### src/rtl/traffic_pkg.sv
// Shared types and constants for the intersection phase scheduler:
// phase codes, FSM state encoding, requester indices and a mod-5 helper.
package traffic_pkg;

   // Phase codes presented to the light sequencer
   localparam logic [2:0] PH_MAIN_GO     = 3'd0;
   localparam logic [2:0] PH_MAIN_ARROW  = 3'd1;
   localparam logic [2:0] PH_CROSS_ARROW = 3'd2;
   localparam logic [2:0] PH_CROSS_GO    = 3'd3;
   localparam logic [2:0] PH_MAIN_WALK   = 3'd4;
   localparam logic [2:0] PH_CROSS_WALK  = 3'd5;
   localparam logic [2:0] PH_ALL_STOP    = 3'd7;

   // Requester indices into req_in / pending; service phase = index + 1
   localparam int REQ_LEFT_MAIN  = 0;
   localparam int REQ_LEFT_CROSS = 1;
   localparam int REQ_CROSS      = 2;
   localparam int REQ_WALK_MAIN  = 3;
   localparam int REQ_WALK_CROSS = 4;

   typedef enum logic [1:0] {
      MAIN_HOLD = 2'd0,
      ISSUE     = 2'd1,
      SERVE     = 2'd2,
      ALL_RED   = 2'd3
   } state_t;

   // Fold a sum of two values in 0..4 back into 0..4
   function automatic logic [2:0] wrap5(input logic [3:0] s);
      logic [3:0] r;
      r = (s >= 4'd5) ? (s - 4'd5) : s;
      return r[2:0];
   endfunction

endpackage

### src/rtl/phase_scheduler_if.sv
// Grant handshake between the phase scheduler and the light sequencer.
// Handshake: the scheduler raises phase_valid with a stable phase code and
// holds both until the sequencer answers phase_ack=1 in a cycle where
// phase_valid=1; that edge is the transfer. The sequencer later pulses
// phase_done for one cycle when the served phase (including yellow) ends.
interface phase_scheduler_if;
   logic [2:0] phase;
   logic       phase_valid;
   logic       phase_ack;
   logic       phase_done;

   modport master (output phase, output phase_valid,
                   input  phase_ack, input phase_done);
   modport slave  (input  phase, input phase_valid,
                   output phase_ack, output phase_done);
endinterface

### src/rtl/rr_arbiter5.sv
// Five-way round-robin priority pick: first set request found searching
// ptr, ptr+1, ... wrapping modulo 5.
module rr_arbiter5
   import traffic_pkg::*;
(
   input  logic [4:0] req,
   input  logic [2:0] ptr,
   output logic [2:0] gnt_idx,
   output logic       any
);

   logic [2:0] idx;

   // Scan the five positions from ptr and keep the first hit
   always_comb begin
      gnt_idx = 3'd0;
      any     = 1'b0;
      idx     = 3'd0;
      for (int i = 0; i < 5; i++) begin
         idx = wrap5({1'b0, ptr} + 4'(i));
         if (!any && req[idx]) begin
            gnt_idx = idx;
            any     = 1'b1;
         end
      end
   end

endmodule

### src/rtl/phase_scheduler.sv
// Intersection phase scheduler: latches sensor requests, holds main green
// for a minimum time, grants one service phase at a time round-robin, and
// inserts an all-red clearance before main green returns.
module phase_scheduler
   import traffic_pkg::*;
#(
   parameter int MIN_MAIN_S = 6,
   parameter int ALLRED_S   = 3,
   parameter int N_REQ      = 5
) (
   input  logic             clk,
   input  logic             reset,
   input  logic             tick,
   input  logic [N_REQ-1:0] req_in,
   phase_scheduler_if.master sif,
   output logic [N_REQ-1:0] pending,
   output logic             busy,
   output state_t           dbg_state,
   output logic [3:0]       dbg_cnt,
   output logic [2:0]       dbg_rr_ptr
);

   state_t           state, state_nx;
   logic [3:0]       cnt, cnt_nx;
   logic [2:0]       rr_ptr, rr_ptr_nx;
   logic [2:0]       grant, grant_nx;
   logic [N_REQ-1:0] pending_nx;
   logic [2:0]       arb_idx;
   logic             arb_any;

   rr_arbiter5 u_arb (
      .req     (pending),
      .ptr     (rr_ptr),
      .gnt_idx (arb_idx),
      .any     (arb_any)
   );

   // State, counter, pointer, grant and request latch registers
   always_ff @(posedge clk) begin
      if (reset) begin
         state   <= MAIN_HOLD;
         cnt     <= 4'(MIN_MAIN_S);
         rr_ptr  <= 3'd0;
         grant   <= 3'd0;
         pending <= '0;
      end else begin
         state   <= state_nx;
         cnt     <= cnt_nx;
         rr_ptr  <= rr_ptr_nx;
         grant   <= grant_nx;
         pending <= pending_nx;
      end
   end

   // Next-state logic; a tick only decrements the counter of the state that
   // is not transitioning, so a freshly loaded count is never cut short.
   always_comb begin
      state_nx   = state;
      cnt_nx     = cnt;
      rr_ptr_nx  = rr_ptr;
      grant_nx   = grant;
      pending_nx = pending | req_in;
      case (state)
         MAIN_HOLD: begin
            if (cnt == 4'd0) begin
               if (arb_any) begin
                  state_nx = ISSUE;
                  grant_nx = arb_idx;
               end
            end else if (tick) begin
               cnt_nx = cnt - 4'd1;
            end
         end
         ISSUE: begin
            if (sif.phase_ack) state_nx = SERVE;
         end
         SERVE: begin
            if (sif.phase_done) begin
               pending_nx[grant] = 1'b0;  // clear wins over a same-cycle set
               rr_ptr_nx         = wrap5({1'b0, grant} + 4'd1);
               cnt_nx            = 4'(ALLRED_S);
               state_nx          = ALL_RED;
            end
         end
         ALL_RED: begin
            if (cnt == 4'd0) begin
               state_nx = MAIN_HOLD;
               cnt_nx   = 4'(MIN_MAIN_S);
            end else if (tick) begin
               cnt_nx = cnt - 4'd1;
            end
         end
         default: state_nx = MAIN_HOLD;
      endcase
   end

   // Outputs decoded from the registered state and grant
   always_comb begin
      sif.phase       = PH_MAIN_GO;
      sif.phase_valid = 1'b0;
      case (state)
         ISSUE: begin
            sif.phase       = grant + 3'd1;
            sif.phase_valid = 1'b1;
         end
         SERVE:   sif.phase = grant + 3'd1;
         ALL_RED: sif.phase = PH_ALL_STOP;
         default: sif.phase = PH_MAIN_GO;
      endcase
   end

   assign busy       = (state == ISSUE) || (state == SERVE);
   assign dbg_state  = state;
   assign dbg_cnt    = cnt;
   assign dbg_rr_ptr = rr_ptr;

endmodule

### src/flat_wrapper.sv
// flat-port wrapper written by rule: the top's interface ports become plain ports
module phase_scheduler_flat import traffic_pkg::*;
#(
   parameter int MIN_MAIN_S = 6,
   parameter int ALLRED_S   = 3,
   parameter int N_REQ      = 5
)
  (clk, reset, tick, req_in, pending, busy, dbg_state, dbg_cnt, dbg_rr_ptr, sif_phase, sif_phase_valid, sif_phase_ack, sif_phase_done);
  phase_scheduler_if sif_i ();
  input  logic clk;
  input  logic reset;
  input  logic tick;
  input  logic [N_REQ-1:0] req_in;
  output logic [N_REQ-1:0] pending;
  output logic busy;
  output state_t dbg_state;
  output logic [3:0] dbg_cnt;
  output logic [2:0] dbg_rr_ptr;
  output wire logic [$bits(sif_i.phase)-1:0] sif_phase;
  output wire logic [$bits(sif_i.phase_valid)-1:0] sif_phase_valid;
  input wire logic [$bits(sif_i.phase_ack)-1:0] sif_phase_ack;
  input wire logic [$bits(sif_i.phase_done)-1:0] sif_phase_done;
  assign sif_phase = sif_i.phase;
  assign sif_phase_valid = sif_i.phase_valid;
  assign sif_i.phase_ack = sif_phase_ack;
  assign sif_i.phase_done = sif_phase_done;
  phase_scheduler #(.MIN_MAIN_S(MIN_MAIN_S), .ALLRED_S(ALLRED_S), .N_REQ(N_REQ)) u_core (.clk(clk), .reset(reset), .tick(tick), .req_in(req_in), .sif(sif_i), .pending(pending), .busy(busy), .dbg_state(dbg_state), .dbg_cnt(dbg_cnt), .dbg_rr_ptr(dbg_rr_ptr));
endmodule
### config.mk
export PLATFORM = sky130hd
export DESIGN_NAME = phase_scheduler_flat
export DESIGN_NICKNAME = d
export VERILOG_FILES = /design/src/rtl/traffic_pkg.sv /design/src/rtl/phase_scheduler_if.sv /design/src/rtl/rr_arbiter5.sv /design/src/rtl/phase_scheduler.sv /design/src/flat_wrapper.sv
export SDC_FILE = /design/constraint.sdc
export NUM_CORES = 1
export LEC_CHECK = 0
export ABC_AREA = 1
export ABC_CLOCK_PERIOD_IN_PS = 5400
export CAP_MARGIN = 20
export CORE_MARGIN = 1
export CORE_UTILIZATION = 40
export CTS_CLUSTER_SIZE = 40
export DETAILED_ROUTE_END_ITERATION = 8
export GPL_TIMING_DRIVEN = 1
export PLACE_DENSITY = 0.65
export RECOVER_POWER = 25
export SETUP_SLACK_MARGIN = 0.4
export SKIP_CTS_REPAIR_TIMING = 1
export SLEW_MARGIN = 20
export SYNTH_ARGS = -nofsm -noshare
export SYNTH_HDL_FRONTEND = slang
export SYNTH_SLANG_ARGS = --single-unit
### constraint.sdc
create_clock -name clk -period 5.4 [get_ports clk]
set_input_delay 1.62 -clock clk [delete_from_list [all_inputs] [get_ports clk]]
set_output_delay 1.62 -clock clk [all_outputs]
set_load 0.005 [all_outputs]
==> impl_metrics.tcl, run 1 <==
set metrics [dict create \
    crit_path_max_incr_delay_ns 0.52 \
    firstDrtPassIters 4 \
    power_mw 1.04 \
    fmax_mhz 286 \
    track_usage 0.219 \
    synth_fp_nets 347 \
    end_kind "output port" \
    muxShareOfSynthArea 0 \
    synthTopCellsByCount "nand2_1 (77), nand3_1 (45), inv_1 (39)" \
    syn_area_um2 1960 \
    synth_edf_count 0 \
    route.detailed.drc 0 \
    critPathSlowestCell "clkdlybuf4s50_1" \
    grt_pass1_vias 2010 \
    yosysWarningCount 0 \
    final-setup-viol-count 0 \
    synthCells 320 \
    drt-total-wl_mm 5.32 \
    fin_setup_tns_ns 0 \
    pin_count 29 \
    rows 25 \
    portBuffers 28 \
    ant_nets 0 \
    p_clk_frac 0.094 \
    clkSlewWorstSetupHoldPaths_ns 0.07 \
    ys_seq_area_frac 0.174 \
    post-synth-top-area-fraction 0.174 \
    die_h_um 71.9 \
    critPathTopFamily "buffers and inverters" \
    whs_path_depth 1 \
    synth-simple-area-share 0.415 \
    max_slew.worst_pin.slew_ns 0.704 \
    placed_cells 412 \
    synth-main-ff-cell "dfxtp_1" \
    reg2regPathDepth 18 \
    num_antenna_cells 0 \
    intPower_uw 496 \
    hold_viol_final 0 \
    leakage_nw 1.06 \
    grt_max_degree 19 \
    core_area_um2 4720 \
    seqPwrFrac 0.185 \
    h-tree-depth 1 \
    synth_cell_types 34 \
    combPwrFrac 0.721 \
    critPathArrivalTime_ns 1.87 \
    start_util 0.414 \
    fin_crit_ns 3.49 \
    dpl_worst_slack_ns 2.22 \
    yosysMostFrequentCell "nand2_1" \
    status "finished, final reports clean" \
    grt_pass1_wl_mm 9.14 \
    worst_slack_ns 1.91 \
    synth_xor_area_frac 0.0262 \
    synth_area_leaders "dfxtp_1 (17%), nand2_1 (15%), nand3_1 (12%)" \
    synthAdderAreaFrac 0.113 \
    ir_worst_vdd_mv 0.248 \
    cp_data_required_time_ns 3.78 \
    cellPowerDensity_nw_per_um2 443 \
    design.die.area_um2 5180 \
    synth_area_leader_cell "dfxtp_1" \
    wl_per_cell_um 12.8 \
    crit_chain "inv_1 > ha_1 > nand2_1 > a21oi_1 > clkdlybuf4s50_1" \
    placed_cell_area_um2 2300 \
    syn_avg_cell_area_um2 6.12 \
    crit_path_start_kind "flop" \
    synth_top_family_by_area "simple AND/OR/NAND/NOR gates" \
    path_depth 5 \
    cts_inserted_buffers 3 \
    p_switching_uw 543 \
    grt_overflow 0 \
    hpwl_mm 4.28 \
    synthArstFlopShare 0 \
    synth_seq_cells 17 \
    synth_compound_area_frac 0.173 \
    die_w_um 71.9 \
    antenna_found_initial 0 \
    cts_tree "done" \
    clkLatencyLatePin_ns 0.25 \
    p_sw_frac 0.522 \
    stdcell_area_um2 2350 \
    place.gp.congestion 0.921 \
    fin_skew_ns 0.00166 \
    viasPerCell 5.24 \
    maxCapViolCount 0 \
    relSlewSlack 0.530 \
    stdcell_count 416 \
    layout.nets 377 \
    vias 2178 \
    crit_type "reg2out" \
    drive_above_1_share 0.0774 \
    rsz0062_at_grt "no" \
    hp-class "reg2reg" \
    drt_iter0_drc 108 \
    critPathBufInv 2 \
    area_growth_pct 19.9 \
    drv_slew 0 \
    crit_fanout 6 \
    cts_sinks 17 \
    ctsRootBufferMaster "clkbuf_8" \
    clockBufferDepth 2 \
    fin_crit_sh 0.647 \
]
## path summary, 6_finish.rpt
kind	slack, ns	end	startpoint
setup / recovery	1.91	sif_phase[1]	u_core.grant[1]
hold / removal	0.48	u_core.dbg_cnt[3]	u_core.dbg_cnt[3]
setup reg to reg	2.22	u_core.grant[0]	u_core.dbg_rr_ptr[0]
hold reg to reg	0.48	u_core.dbg_cnt[3]	u_core.dbg_cnt[3]
## stage by stage
| step | hold slack [ns] | utilization |
|---|---|---|
| floorplan | 0.461 | - |
| global placement | 0.472 | 0.487 |
| detailed placement | 0.476 | 0.487 |
| CTS | 0.492 | 0.497 |
| global route | 0.513 | 0.497 |
| finish | 0.484 | 0.497 |
## flip-flops by register name, summed over array words and instances (netlist names)
| signal | cells |
|---|---|
| u_core.dbg_cnt | 4 |
| u_core.dbg_rr_ptr | 3 |
| u_core.dbg_state | 2 |
| u_core.grant | 3 |
| u_core.pending | 5 |
## cell families after synthesis
| kind of cell | Yosys count |
|---|---|
| xor+xnor | 5 |
| compound gates | 56 |
| flops | 17 |
| buf+inv | 50 |
| simple gates | 175 |
| fa+ha+maj | 17 |
## power by group through the flow
stage                     sequential, mW  combinational, mW  clock [mW]
final                              0.192              0.749      0.0979
after global routing               0.198              0.852       0.105
after CTS                          0.192              0.745      0.0994
after detailed placement           0.194              0.740           0
after global placement             0.194              0.745           0
after floorplan                    0.184              0.549           0
## per-layer routing
metal	part of all wire	global-route usage
met5	0	0
met1	0.50	0.303
met2	0.45	0.363
met3	0.039	0.0194
met4	0.011	0.0632
## cells in the final DEF, fill, tap and decap left out
cell and n:
o22ai_1 1, a21oi_2 2, ha_1 16, nand2_2 4, o221ai_1 1, a31oi_1 4, clkdlybuf4s50_1 26, xor2_1 1
nor3_1 2, inv_2 5, a211oi_1 2, dfxtp_1 17, o21ai_1 5, nand3_2 2, nand2_1 77, nand2_4 1
xor2_2 1, a21oi_4 1, nor2_4 2, nor2_1 27, clkinv_1 2, dlygate4sd3_1 2, xnor2_1 3, o211ai_1 2
inv_1 40, fa_1 1, a221oi_1 1, o21ai_2 4, nand4_1 12, nand4_2 2, nand3b_1 1, clkbuf_1 1
clkbuf_8 3, a21oi_1 12, nand3_1 45, o21ai_0 21
## final cells by class
type / instances / area (um2)
Fill cell: 501 / 2380
Multi-Input combinational cell: 253 / 1420
Sequential cell: 17 / 340
Timing Repair Buffer: 28 / 280
Inverter: 47 / 176
Tap cell: 67 / 83.8
Clock buffer: 4 / 45.0
No activity file was read; power rests on OpenSTA's default activity.
==> run 2, diff against run 1 <==
- ABC_CLOCK_PERIOD_IN_PS: 5400 -> 3500
- clock period: 5.4 -> 3.5 ns (I/O delays scaled with it)
==> run 2 against run 1 <==
Design area increased by 0.53%. Flip-flop and latch count stayed put. Wire length shrank 0.26%. First-iteration DRC count grew 67%. Hold slack better by 0.0012 ns. Critical path type unchanged.
==> impl_metrics.tcl, run 2 (synthesized netlist as in run 1, its figures left out) <==
set metrics [dict create \
    status "finished, final reports clean" \
    drive_above_1_share 0.0857 \
    antenna_found_initial 0 \
    fin_crit_sh 0.834 \
    cp_data_required_time_ns 2.45 \
    clkLatencyLatePin_ns 0.25 \
    n_fill_cell 477 \
    fmax_mhz 343 \
    hpwl_mm 4.29 \
    relSlewSlack 0.653 \
    whs_path_depth 1 \
    clockBufferDepth 2 \
    seqPwrFrac 0.175 \
    crit_chain "inv_1 > ha_1 > nand2_1 > a21oi_1 > clkdlybuf4s50_1" \
    stdcell_area_um2 2360 \
    placed_cell_area_um2 2310 \
    portBuffers 28 \
    end_kind "output port" \
    largest_reg_flops 5 \
    combPwrFrac 0.732 \
    place.gp.congestion 0.878 \
    critPathTopFamily "buffers and inverters" \
    crit_path_start_kind "flop" \
    crit_type "reg2out" \
    cts_inserted_buffers 3 \
    final_common_cell "nand2_1" \
    grt-busiest-layer "met2" \
    ant_nets 0 \
    fin_skew_ns 0.00501 \
    critPathSlowestCell "clkdlybuf4s50_1" \
    fin_crit_ns 2.92 \
    vias 2206 \
    grt_overflow 0 \
    mostFrequentLayoutCells "nand2_1 (77), nand3_1 (45), inv_1 (40)" \
    stdcell_count 417 \
    num_antenna_cells 0 \
    track_usage 0.216 \
    critPathArrivalTime_ns 1.87 \
    start_util 0.414 \
    die_h_um 71.9 \
    area_growth_pct 20.6 \
    cts_tree "done" \
    viasPerCell 5.29 \
    critPathBufInv 2 \
    design.die.area_um2 5180 \
    grt_max_degree 18 \
    grt_util_met1 0.299 \
    fin_hold_ws_ns 0.485 \
    drt_iter0_drc 180 \
    core_area_um2 4720 \
    pin_count 29 \
    h-tree-depth 1 \
    cellPowerDensity_nw_per_um2 684 \
    cts_sinks 17 \
    fin_setup_tns_ns 0 \
    maxCapViolCount 0 \
    grt_pass1_vias 1993 \
    crit_path_max_incr_delay_ns 0.51 \
    drt-total-wl_mm 5.31 \
    die_w_um 71.9 \
    path_depth 5 \
    dpl_worst_slack_ns 0.711 \
    ir_worst_vdd_mv 0.374 \
    reg2regPathDepth 15 \
    drv_slew 0 \
    largest-register "u_core.pending" \
    hold_viol_final 0 \
    final_util 0.500 \
    grt_pass1_wl_mm 8.93 \
    final-setup-viol-count 0 \
    power_mw 1.62 \
    p_sw_frac 0.524 \
    intPower_uw 768 \
    max_slew.worst_pin.slew_ns 0.515 \
    rows 25 \
    clkSlewWorstSetupHoldPaths_ns 0.07 \
    firstDrtPassIters 8 \
    p_switching_uw 847 \
    ctsRootBufferMaster "clkbuf_8" \
    worst_slack_ns 0.582 \
    wl_per_cell_um 12.7 \
    layout.nets 378 \
    rsz0062_at_grt "no" \
    grt_use_met2 0.350 \
    crit_fanout 5 \
    grt_util_met3 0.0181 \
    p_clk_frac 0.093 \
    leakage_nw 1.07 \
    placed_cells 413 \
    hp-class "reg2reg" \
    route.detailed.drc 0 \
]
-- run 2: power by group through the flow --
stage	Sequential [mW]	Combinational, mW	Clock [mW]
2_1_floorplan	0.284	0.847	0
3_3_place_gp	0.289	1.17	0
3_5_place_dp	0.288	1.17	0
4_1_cts	0.283	1.17	0.155
5_1_grt	0.291	1.34	0.161
6_report	0.283	1.18	0.150
-- run 2: metal layers --
metal | wire length, um | share of wire
met5 | 0 | 0
met4 | 106 | 0.020
met3 | 247 | 0.047
met2 | 2390 | 0.45
met1 | 2560 | 0.48
-- run 2: worst paths after layout --
path	slack, ns	endpoint	startpoint
max	0.58	sif_phase[1]	u_core.grant[0]
min	0.49	u_core.dbg_cnt[3]	u_core.dbg_cnt[3]
max reg2reg	0.76	u_core.dbg_state[0]	u_core.dbg_rr_ptr[1]
min reg2reg	0.49	u_core.dbg_cnt[3]	u_core.dbg_cnt[3]
-- run 2: worst register-to-register path, delay by kind of cell, from the launching register on --
family | cells | cell delay (ns)
and+or+nand+nor | 9 | 0.89
adders and majority gates | 1 | 0.51
DFF | 1 | 0.47
AOI/OAI and AO/OA | 2 | 0.37
buffers and inverters | 3 | 0.40
-- run 2: area by class of cell --
type | count | area (um2) | share of cell area
clock buffer | 3 | 41.3 | 0.0175
clock inverter | 1 | 5.00 | 0.00212
inverter | 47 | 176 | 0.0748
multi-input combinational | 253 | 1430 | 0.604
sequential | 17 | 340 | 0.144
tap | 67 | 83.8 | 0.0355
timing repair buffer | 29 | 288 | 0.122
